===== config.mk =====
export PLATFORM = sky130hd
export DESIGN_NAME = cpu_control_unit
export DESIGN_NICKNAME = d
export VERILOG_FILES = /design/src/rtl/cpu_pkg.sv /design/src/rtl/cpu_instr_decode.sv /design/src/rtl/cpu_control_unit.sv
export SDC_FILE = /design/constraint.sdc
export NUM_CORES = 1
export LEC_CHECK = 0
export BUFFER_PORTS_ARGS = -buffer_cell sky130_fd_sc_hd__buf_4
export CAP_MARGIN = 10
export CELL_PAD_IN_SITES_DETAIL_PLACEMENT = 2
export CELL_PAD_IN_SITES_GLOBAL_PLACEMENT = 2
export CORE_MARGIN = 4
export CORE_UTILIZATION = 29
export CTS_CLUSTER_DIAMETER = 30
export DETAILED_ROUTE_END_ITERATION = 10
export GPL_TIMING_DRIVEN = 0
export PLACE_DENSITY_LB_ADDON = 0.1
export SYNTH_ARGS = -nofsm -noshare
export SYNTH_HDL_FRONTEND = slang
export SYNTH_HIERARCHICAL = 1
export SYNTH_SLANG_ARGS = --single-unit

===== constraint.sdc =====
create_clock -name clk -period 2.1 [get_ports clk]
set_input_delay 0.315 -clock clk [delete_from_list [all_inputs] [get_ports clk]]
set_output_delay 0.315 -clock clk [all_outputs]
set_load 0.01 [all_outputs]

===== src/rtl/cpu_pkg.sv =====
// Shared definitions for the 8-bit CPU control path: ALU op codes, instruction
// field positions, FSM states and the decoded-instruction struct.
package cpu_pkg;

  localparam logic [2:0] ALU_ADD   = 3'b000;
  localparam logic [2:0] ALU_SUB   = 3'b001;
  localparam logic [2:0] ALU_AND   = 3'b010;
  localparam logic [2:0] ALU_OR    = 3'b011;
  localparam logic [2:0] ALU_XOR   = 3'b100;
  localparam logic [2:0] ALU_NOT   = 3'b101;
  localparam logic [2:0] ALU_PASSB = 3'b110;

  localparam logic [1:0] CLS_RR  = 2'b00;
  localparam logic [1:0] CLS_RI  = 2'b01;
  localparam logic [1:0] CLS_BR  = 2'b10;
  localparam logic [1:0] CLS_SYS = 2'b11;

  localparam logic [2:0] SYS_HALT = 3'b001;

  localparam int CLS_HI = 15, CLS_LO = 14;
  localparam int RSV_B  = 13;
  localparam int OP_HI  = 12, OP_LO  = 10;
  localparam int DST_HI = 9,  DST_LO = 8;
  localparam int SRC_HI = 1,  SRC_LO = 0;
  localparam int IMM_HI = 7,  IMM_LO = 0;

  typedef enum logic [2:0] {
    ST_FETCH,
    ST_DECODE,
    ST_EXECUTE,
`ifdef CU_FETCH_TIMEOUT_EN
    ST_HALT,
    ST_FAULT
`else
    ST_HALT
`endif
  } state_e;

  typedef struct packed {
    logic       is_alu;
    logic       b_imm;
    logic       is_jmp;
    logic       is_jz;
    logic       is_halt;
    logic [2:0] alu_op;
    logic [1:0] dst;
    logic [1:0] src;
    logic [7:0] imm;
  } dec_t;

endpackage


===== src/rtl/cpu_instr_decode.sv =====
// Combinational instruction decoder: 16-bit word -> fields and control flags.
module cpu_instr_decode
  import cpu_pkg::*;
(
  input  logic [15:0] instr,
  output dec_t        dec
);

  logic [1:0] cls;
  logic [2:0] op;
  logic       unused_rsvd;

  assign cls         = instr[CLS_HI:CLS_LO];
  assign op          = instr[OP_HI:OP_LO];
  assign unused_rsvd = instr[RSV_B];

  always_comb begin
    dec         = '0;
    dec.dst     = instr[DST_HI:DST_LO];
    dec.src     = instr[SRC_HI:SRC_LO];
    dec.imm     = instr[IMM_HI:IMM_LO];
    dec.is_alu  = (cls == CLS_RR) || (cls == CLS_RI);
    dec.b_imm   = (cls == CLS_RI);
    // non-ALU classes present a neutral op so the ALU input is deterministic
    dec.alu_op  = dec.is_alu ? op : ALU_ADD;
    dec.is_jmp  = (cls == CLS_BR) && !op[0];
    dec.is_jz   = (cls == CLS_BR) &&  op[0];
    dec.is_halt = (cls == CLS_SYS) && (op == SYS_HALT);
  end

endmodule


===== src/rtl/cpu_control_unit.sv =====
// Fetch/decode/execute sequencer: pc, zero flag and FSM for the 8-bit CPU.
// Optional fetch timeout into a terminal FAULT state with CU_FETCH_TIMEOUT_EN.
module cpu_control_unit
  import cpu_pkg::*;
#(
  parameter int              PC_W        = 8,
  parameter logic [PC_W-1:0] RESET_PC    = '0,
  parameter int              TIMEOUT_CYC = 15
) (
  input  logic            clk,
  input  logic            rst_n,
  output logic [PC_W-1:0] imem_addr,
  output logic            imem_req,
  input  logic            imem_ack,
  input  logic [15:0]     imem_data,
  output logic [1:0]      rf_raddr_a,
  output logic [1:0]      rf_raddr_b,
  output logic [1:0]      rf_waddr,
  output logic            rf_we,
  output logic [2:0]      alu_op,
  output logic            alu_b_imm,
  output logic [7:0]      imm,
  input  logic [7:0]      alu_result,
  output logic            zero,
  output logic            halted,
  output logic            fault
);

  state_e          state, state_nxt;
  logic [PC_W-1:0] pc, pc_nxt;
  logic [15:0]     ir;
  logic            zero_q, req_q, we_q;
  logic            fetch_hit;
  dec_t            dec;

  cpu_instr_decode u_dec (
    .instr (ir),
    .dec   (dec)
  );

  // req is registered so it stays low through reset and rises one cycle after release
  assign fetch_hit = (state == ST_FETCH) && req_q && imem_ack;

`ifdef CU_FETCH_TIMEOUT_EN
  localparam int CNT_W = $clog2(TIMEOUT_CYC + 1);
  logic [CNT_W-1:0] to_cnt;
  logic             to_hit;

  always_ff @(posedge clk or negedge rst_n) begin
    if (!rst_n)                         to_cnt <= '0;
    else if (state == ST_FETCH && req_q) to_cnt <= to_cnt + 1'b1;
    else                                 to_cnt <= '0;
  end

  assign to_hit = (state == ST_FETCH) && req_q && !imem_ack &&
                  (to_cnt == CNT_W'(TIMEOUT_CYC - 1));
  assign fault  = (state == ST_FAULT);
`else
  localparam int unused_timeout = TIMEOUT_CYC;
  assign fault = 1'b0;
`endif

  always_comb begin
    state_nxt = state;
    pc_nxt    = pc;
    case (state)
      ST_FETCH: begin
        if (fetch_hit) state_nxt = ST_DECODE;
`ifdef CU_FETCH_TIMEOUT_EN
        else if (to_hit) state_nxt = ST_FAULT;
`endif
      end
      ST_DECODE: state_nxt = ST_EXECUTE;
      ST_EXECUTE: begin
        state_nxt = ST_FETCH;
        pc_nxt    = pc + PC_W'(1);
        if (dec.is_jmp || (dec.is_jz && zero_q)) begin
          pc_nxt = PC_W'(dec.imm);
        end else if (dec.is_halt) begin
          state_nxt = ST_HALT;
          pc_nxt    = pc;
        end
      end
      default: ;
    endcase
  end

  always_ff @(posedge clk or negedge rst_n) begin
    if (!rst_n) begin
      state  <= ST_FETCH;
      pc     <= RESET_PC;
      ir     <= '0;
      zero_q <= 1'b0;
      req_q  <= 1'b0;
      we_q   <= 1'b0;
    end else begin
      state <= state_nxt;
      pc    <= pc_nxt;
      req_q <= (state_nxt == ST_FETCH);
      we_q  <= (state_nxt == ST_EXECUTE) && dec.is_alu;
      if (fetch_hit) ir <= imem_data;
      if (state == ST_EXECUTE && dec.is_alu) zero_q <= (alu_result == 8'h00);
    end
  end

  assign imem_addr  = pc;
  assign imem_req   = req_q;
  assign rf_raddr_a = dec.dst;
  assign rf_raddr_b = dec.src;
  assign rf_waddr   = dec.dst;
  assign rf_we      = we_q;
  assign alu_op     = dec.alu_op;
  assign alu_b_imm  = dec.b_imm;
  assign imm        = dec.imm;
  assign zero       = zero_q;
  assign halted     = (state == ST_HALT);

endmodule


==> qor.yml, run 1 <==
status:
  status: "completed"
setup_path:
  rrSetupSlack_ns: 0.19
  cp_max_fo: 9
  critical_path.startpoint_type: "register"
  crit_start: "state[2]"
  path_class: "reg -> reg"
  worstRegToRegCells: 4
  critPathCaptureType: "register"
  r2r-start: "state[2]"
  crit_path_end: "ir[12]"
  cp.arrival_ns: 2.07
  required_ns: 2.26
  regToRegEndpoint: "ir[12]"
clocking:
  cts_buffers: 5
  h-tree-depth: 2
  clk_latency_ns: 0.28
  clkTransAtPathRegs_ns: 0.06
  cts_setup_buffers: 0
  cts_buffer_depth: 2
  cts_tree: "built"
  clock-sinks: 29
  cts_root_buf: "clkbuf_8"
floorplanning:
  die-width_microns: 80.17
  die_height_microns: 80.17
  initial_core_util_pct: 29.76
  rows: 26
  coreArea_sq_mm: 0.005075
  ioPinCount: 58
  die_area_sq_mm: 0.006426
sta:
  hold_viol: 0
  min_period_over_period_pct: 90.79
  final-max-slew-violation-count: 0
  tns_ns: 0
  setup_ws_ns: 0.1934
  finalClockSkew_ns: 0.006665
  max_freq_mhz: 524.5
  rsz0062_at_grt: "false"
  setup_viol: 0
  holdWs_ns: 0.2638
  period_needed_ns: 1.907
  slew_headroom_pct: 50.28
  tightestPinTransition_ns: 0.7402
power_and_ir_drop:
  switching_share_pct: 37.57
  p_int_w: 0.001990
  power.density_mw_per_mm2: 1515
  pwr-share-seq_pct: 33.7
  comb_power_share_pct: 52.4
  clkPwrFrac_pct: 13.9
  p_switching_w: 0.001197
  peakVddDrop_mv: 0.5991
  power_leakage_nw: 0.9880
finish:
  regArea_sq_um: 725.7
  layoutNonFillerInstCount: 272
  layout.nets: 229
  drive_above_1_share_pct: 51.98
  multi_input_area_sq_um: 631.9
  area_growth_pct: 39.35
  fill_cells: 588
  diodes: 0
routing:
  drtIter0Drc: 37
  viasPerCell: 4.654
  post-route-drc-count: 0
  ant_nets: 0
  vias: 1266
  dr.pass1.iters: 4
  wire_per_inst_microns: 15.93
  wirelength_mm: 4.334
global_route:
  grt_pass1_wl_mm: 7.196
  use_met3_pct: 4.709
  met1_usage_pct: 16.60
  grt-busiest-layer: "met2"
  grt_pass1_vias: 1430
  use_met2_pct: 25.83
  grt_max_degree: 30
  track_usage_pct: 14.69
  antenna_found_initial: 0
  overflow: 0
place:
  gp_congestion: 0.7416
  pre_cts_ws_ns: 0.1123
  place.port_buffers: 55
  dp_hpwl_mm: 3.306
  dp_cells: 263
logic_synthesis:
  synth-warning-count: 6
  avgSynthCellArea_sq_um: 10.94
  synth_area_sq_mm: 0.001510
  synthCells: 138
  synth.net_count: 166
worst_hold_path:
  hp-class: "in -> reg"
job:
  drv_cap: 0
state kept, by name (all words and copies together) (netlist names):
register   cells
imem_addr      8
imem_req       1
ir            15
rf_we          1
state          3
zero           1
layer usage:
metal | wire length [microns] | vias up
met5 | 0 | -
met4 | 64 | 0
met3 | 259 | 7
met2 | 2205 | 40
met1 | 1804 | 613
li1 | - | 606
power by group through the flow:
stage / sequential [W] / clock, W / combinational (W)
6_report: 0.00107 / 0.000444 / 0.00167
2_1_floorplan: 0.00106 / 0 / 0.000992
3_5_place_dp: 0.00109 / 0 / 0.00170
3_3_place_gp: 0.00107 / 0 / 0.00164
4_1_cts: 0.00108 / 0.000465 / 0.00171
5_1_grt: 0.00113 / 0.000502 / 0.00184
placed cells by master (no fill, tap or decap), types with 2 or more instances in the layout:
master / n
nand3_1: 3
inv_1: 4
and4_1: 2
buf_2: 2
nor3_1: 2
nor3b_2: 2
a2bb2oi_1: 3
a21oi_1: 10
clkbuf_8: 5
and2b_2: 4
mux2_2: 15
nand2_1: 8
dfrtp_1: 29
clkbuf_1: 4
nor4_1: 3
buf_4: 70
o22ai_1: 3
nor2_1: 5
a31oi_1: 2
o21ai_0: 5
worst max-delay path, cell delays in order (launching register included):
cell	delay (ns)
dfrtp_1	0.37
buf_2	0.18
nor4_4	0.64
buf_6	0.24
mux2_2	0.34
layout make-up:
type | instances | share of cell area, %
buffer | 19 | 6.540
clock buffer | 8 | 3.805
inverter | 5 | 0.8918
multi-input combinational | 85 | 30.02
sequential | 29 | 34.48
tap | 70 | 4.162
timing repair buffer | 56 | 20.10
worst min-delay path by stage:
stage	from	depth (start not counted)	slack, ns	end
final	imem_data[1]	2	0.26	ir[1]
after global routing	imem_data[1]	2	0.25	ir[1]
after CTS	imem_data[1]	2	0.26	ir[1]
after detailed placement	rst_n	1	0.28	ir[15]
after global placement	rst_n	1	0.27	ir[9]
after floorplan	rst_n	0	0.02	imem_addr[0]
repair_timing:
item | 4_1_cts | 5_1_grt
resized for setup | 0 | 2
setup endpoints to repair | 0 | 9
hold endpoints to repair | 29 | 0
hold buffers | 1 | 0
metrics by stage:
stage          utilization, %  instance area, sq um  power [W]
3_3_place_gp            39.62                  2011   0.002709
5_1_grt                 41.47                  2105   0.003465
3_5_place_dp            39.62                  2011   0.002786
4_1_cts                 41.40                  2101   0.003253
2_1_floorplan               -                  1510   0.002053
6_report                41.47                  2105   0.003187
(Power assumes the default switching activity.)
==> run 2, diff against run 1 <==
Settings changed: BUFFER_PORTS_ARGS -buffer_cell sky130_fd_sc_hd__buf_4 to -buffer_cell sky130_fd_sc_hd__buf_2, CORE_MARGIN 4 to default.
==> qor.yml, run 2 (same netlist as run 1, synthesis figures left out) <==
status:
  status: "completed"  # unchanged
setup_path:
  r2r-start: "state[0]"  # was state[2]
  worstRegToRegCells: 3  # was 4
  critical_path.startpoint_type: "register"  # unchanged
  path_class: "reg -> reg"  # unchanged
  required_ns: 2.26  # about the same
  cp_max_fo: 9  # unchanged
  critPathCaptureType: "register"  # unchanged
  rrSetupSlack_ns: 0.21  # was 0.19 ns
  cp.arrival_ns: 2.06  # was 2.07 ns
  regToRegEndpoint: "ir[14]"  # was ir[12]
clocking:
  clock-sinks: 29  # unchanged
  cts_buffers: 5  # unchanged
  hold_buffers: 0  # was 1
  clk_latency_ns: 0.28  # about the same
  cts_tree: "built"  # unchanged
  cts_buffer_depth: 2  # unchanged
  cts_root_buf: "clkbuf_8"  # unchanged
  h-tree-depth: 2  # unchanged
  clkTransAtPathRegs_ns: 0.06  # about the same
global_route:
  overflow: 0  # unchanged
  grt_pass1_wl_mm: 6.499  # was 7.196 mm
  track_usage_pct: 16.08  # was 14.69%
  grt_pass1_vias: 1347  # was 1430
  antenna_found_initial: 0  # unchanged
  grt_max_degree: 30  # unchanged
finish:
  diodes: 0  # unchanged
  fill_cells: 563  # was 588
  final_cell_mix: "buf_2, dfrtp_1, mux2_2, buf_4, a21oi_1"  # was buf_4, dfrtp_1, mux2_2, a21oi_1, nand2_1
  layout.nets: 228  # was 229
  mostFrequentLayoutCell: "buf_2"  # was buf_4
  drive_above_1_share_pct: 53.73  # was 51.98%
  largest_reg_flops: 15  # unchanged
  area_growth_pct: 30.74  # was 39.35%
  regMostFlops: "ir"  # unchanged
  layoutNonFillerInstCount: 268  # was 272
  multi_input_area_sq_um: 631.9  # unchanged
  regArea_sq_um: 725.7  # unchanged
floorplanning:
  die-width_microns: 74.17  # was 80.17 microns
  rows: 25  # was 26
  die_height_microns: 74.17  # was 80.17 microns
  coreArea_sq_mm: 0.004880  # was 0.005075 sq mm
  ioPinCount: 58  # unchanged
  initial_core_util_pct: 30.95  # was 29.76%
  die_area_sq_mm: 0.005500  # was 0.006426 sq mm
sta:
  rsz0062_at_grt: "false"  # unchanged
  finalClockSkew_ns: 0.003916  # was 0.006665 ns
  setup_viol: 0  # unchanged
  hold_viol: 0  # unchanged
  max_freq_mhz: 527.8  # was 524.5 MHz
  tightestPinTransition_ns: 0.7534  # was 0.7402 ns
  min_period_over_period_pct: 90.23  # was 90.79%
  slew_headroom_pct: 49.39  # was 50.28%
  final-max-slew-violation-count: 0  # unchanged
  period_needed_ns: 1.895  # was 1.907 ns
  tns_ns: 0  # unchanged
routing:
  drtIter0Drc: 24  # was 37
  viasPerCell: 4.705  # was 4.654
  dr.pass1.iters: 4  # unchanged
  wirelength_mm: 4.071  # was 4.334 mm
  wire_per_inst_microns: 15.19  # was 15.93 microns
  ant_nets: 0  # unchanged
  vias: 1261  # was 1266
  post-route-drc-count: 0  # unchanged
worst_hold_path:
  hp-class: "in -> async"  # was in -> reg
power_and_ir_drop:
  power_leakage_nw: 0.9556  # was 0.9880 nW
  power.density_mw_per_mm2: 1560  # was 1515 mW/mm^2
  peakVddDrop_mv: 0.5057  # was 0.5991 mV
  fin_total_pwr_w: 0.003080  # was 0.003187 W
place:
  dp_cells: 260  # was 263
  dp_hpwl_mm: 3.144  # was 3.306 mm
  place.port_buffers: 55  # unchanged
  gp_congestion: 0.7778  # was 0.7416
job:
  drv_cap: 0  # unchanged
## run 2: report_power, final
| part | internal, W | leakage (nW) | switching, W | total, W |
|---|---|---|---|---|
| combinational | 0.000779 | 0.554 | 0.000724 | 0.00150 |
| clock | 0.000296 | 0.0542 | 0.000212 | 0.000508 |
| sequential | 0.000819 | 0.347 | 0.000250 | 0.00107 |
## run 2: timing repair
item | 4_1_cts | 5_1_grt
gates resized for setup | 0 | 2
endpoints found under the setup margin | 0 | 4
setup buffers | 0 | 0
## run 2: worst max-delay path, stage by stage, from the launching register on
cell and delay, ns:
dfrtp_1 0.46, nor4_4 0.73, buf_6 0.24, mux2_2 0.34
## run 2: cell type report
cell class	count	area share, %
Inverter	5	0.9506
Tap cell	67	4.246
Buffer	19	6.971
Timing Repair Buffer	55	13.94
Clock buffer	7	4.880
Sequential cell	29	36.76
Clock inverter	1	0.2535
Multi-Input combinational cell	85	32.00
## run 2: worst max path at each step
| stage | from | endpoint | slack (ns) | depth (start not counted) |
|---|---|---|---|---|
| floorplan | state[0] | ir[10] | 0.50 | 3 |
| global placement | ir[15] | imem_addr[3] | 0.19 | 7 |
| detailed placement | ir[15] | imem_addr[3] | 0.11 | 7 |
| CTS | ir[15] | imem_addr[3] | 0.11 | 7 |
| global route | ir[15] | imem_addr[7] | 0.11 | 6 |
| finish | state[0] | ir[14] | 0.21 | 3 |
## run 2: metrics by stage
| step | hold slack, ns | setup WS (ns) | cell area, sq um | utilization, % |
|---|---|---|---|---|
| floorplan | 0.01941 | 0.5013 | 1510 | - |
| global placement | 0.3920 | 0.1936 | 1869 | 38.31 |
| detailed placement | 0.3944 | 0.1074 | 1869 | 38.31 |
| CTS | 0.08415 | 0.1066 | 1971 | 40.38 |
| global route | 0.09811 | 0.1088 | 1974 | 40.46 |
| finish | 0.06354 | 0.2052 | 1974 | 40.46 |
## run 2: routing by layer
metal | up-vias | GRT usage, % | share of wire [%]
met5 | - | 0 | 0
met4 | 0 | 5.769 | 1.1
met3 | 4 | 4.878 | 4.7
met2 | 31 | 27.37 | 53
met1 | 623 | 19.16 | 42
li1 | 603 | - | -
==> run 3, diff against run 2 <==
Settings changed: CORE_UTILIZATION 29 to 31, CTS_BUF_LIST from default to sky130_fd_sc_hd__clkbuf_8.
==> qor.yml, run 3 (same netlist as run 1, synthesis figures left out) <==
status:
  status: "completed"  # unchanged
floorplanning:
  coreArea_sq_mm: 0.004692  # was 0.004880 sq mm
  die-width_microns: 71.80  # was 74.17 microns
  initial_core_util_pct: 32.19  # was 30.95%
  ioPinCount: 58  # unchanged
  die_area_sq_mm: 0.005155  # was 0.005500 sq mm
  rows: 25  # unchanged
  die_height_microns: 71.80  # was 74.17 microns
finish:
  final_cell_mix: "buf_2, dfrtp_1, mux2_2, buf_4, a21oi_1"  # unchanged
  regMostFlops: "ir"  # unchanged
  mostFrequentLayoutCell: "buf_2"  # unchanged
  stdcell_area_sq_mm: 0.001939  # was 0.001974 sq mm
  utilization_pct: 41.33  # was 40.46%
  diodes: 0  # unchanged
  fill_cells: 547  # was 563
  layout.nets: 228  # unchanged
  largest_reg_flops: 15  # unchanged
  drive_above_1_share_pct: 52.50  # was 53.73%
  area_growth_pct: 28.42  # was 30.74%
global_route:
  grt_pass1_vias: 1410  # was 1347
  antenna_found_initial: 0  # unchanged
  grt_pass1_wl_mm: 6.810  # was 6.499 mm
  overflow: 0  # unchanged
  track_usage_pct: 17.67  # was 16.08%
  grt_max_degree: 30  # unchanged
sta:
  slew_headroom_pct: 48.68  # was 49.39%
  rsz0062_at_grt: "false"  # unchanged
  tns_ns: 0  # unchanged
  finalClockSkew_ns: 0.002760  # was 0.003916 ns
  final-max-slew-violation-count: 0  # unchanged
  max_freq_mhz: 524.4  # was 527.8 MHz
  min_period_over_period_pct: 90.81  # was 90.23%
  hold_viol: 0  # unchanged
  period_needed_ns: 1.907  # was 1.895 ns
  setup_viol: 0  # unchanged
  tightestPinTransition_ns: 0.7641  # was 0.7534 ns
power_and_ir_drop:
  power_leakage_nw: 0.9493  # was 0.9556 nW
  pwr-share-seq_pct: 35.4  # was 34.7%
  switching_share_pct: 38.77  # was 38.54%
  p_switching_w: 0.001172  # was 0.001187 W
  clkPwrFrac_pct: 15.2  # was 16.5%
  p_int_w: 0.001851  # was 0.001893 W
  peakVddDrop_mv: 0.5330  # was 0.5057 mV
  comb_power_share_pct: 49.4  # was 48.8%
  power.density_mw_per_mm2: 1559  # was 1560 mW/mm^2
clocking:
  clk_latency_ns: 0.28  # about the same
  cts_root_buf: "clkbuf_8"  # unchanged
  cts_resized: 0  # unchanged
  h-tree-depth: 2  # unchanged
  cts_tree: "built"  # unchanged
  cts_buffers: 5  # unchanged
  hold_buffers: 0  # unchanged
  clkTransAtPathRegs_ns: 0.06  # about the same
  cts_setup_buffers: 0  # unchanged
  clock-sinks: 29  # unchanged
  cts_buffer_depth: 2  # unchanged
routing:
  dr.pass1.iters: 4  # unchanged
  wirelength_mm: 3.998  # was 4.071 mm
  wire_per_inst_microns: 15.74  # was 15.19 microns
  drtIter0Drc: 40  # was 24
  post-route-drc-count: 0  # unchanged
  vias: 1283  # was 1261
  viasPerCell: 5.051  # was 4.705
  ant_nets: 0  # unchanged
setup_path:
  r2r-start: "state[0]"  # unchanged
  cp.arrival_ns: 2.07  # was 2.06 ns
  critical_path.startpoint_type: "register"  # unchanged
  regToRegEndpoint: "ir[14]"  # unchanged
  worstRegToRegCells: 3  # unchanged
  path_class: "reg -> reg"  # unchanged
  critPathCaptureType: "register"  # unchanged
  cp_max_fo: 9  # unchanged
  required_ns: 2.26  # about the same
  rrSetupSlack_ns: 0.19  # was 0.21 ns
  crit_start: "state[0]"  # unchanged
worst_hold_path:
  hp-class: "in -> async"  # unchanged
job:
  drv_cap: 0  # unchanged
place:
  place.port_buffers: 55  # unchanged
  dpl_cell_area_sq_mm: 0.001853  # was 0.001869 sq mm
  gp_congestion: 0.6888  # was 0.7778
  dp_hpwl_mm: 3.010  # was 3.144 mm
-- run 3: power groups by stage --
stage	Clock (W)	Sequential, W	Combinational [W]
finish	0.000460	0.00107	0.00149
global route	0.000502	0.00112	0.00165
CTS	0.000482	0.00108	0.00153
detailed placement	0	0.00109	0.00151
global placement	0	0.00105	0.00146
floorplan	0	0.00106	0.000992
-- run 3: worst max path at each step --
stage,end,slack [ns],cells past startpoint
CTS,ir[11],0.14,3
global route,imem_addr[4],0.03,6
global placement,ir[12],0.18,3
finish,ir[14],0.19,3
floorplan,ir[10],0.50,3
detailed placement,ir[11],0.17,3
-- run 3: per-layer routing --
layer  vias up  GRT usage, %  share of wire [%]
li1        603             -                  -
met4         0         7.190                1.6
met2        38         31.03                 51
met3         5         4.501                4.7
met1       637         20.54                 42
met5         -             0                  0
-- run 3: critical path: stages (launching register included) --
cell,delay (ns)
dfrtp_1,0.46
nor4_4,0.74
buf_6,0.24
mux2_2,0.34
-- run 3: metrics by stage --
| step | setup slack, ns | power [W] | hold WS (ns) | cells |
|---|---|---|---|---|
| after global routing | 0.02609 | 0.003266 | 0.1268 | 254 |
| after floorplan | 0.5013 | 0.002053 | 0.01941 | 138 |
| after detailed placement | 0.1651 | 0.002600 | 0.4063 | 247 |
| after global placement | 0.1784 | 0.002513 | 0.3967 | 247 |
| after CTS | 0.1449 | 0.003088 | 0.1036 | 254 |
| final | 0.1930 | 0.003023 | 0.07651 | 254 |
-- run 3: final cells by class --
type                            instances  area (sq um)  area share (%)
Buffer                                 19         137.6           7.097
Tap cell                               54         67.56           3.484
Multi-Input combinational cell         85         628.1           32.39
Sequential cell                        29         725.7           37.42
Timing Repair Buffer                   55         275.3           14.19
Inverter                                5         18.77          0.9677
Clock buffer                            6         82.58           4.258
Clock inverter                          1         3.754          0.1935
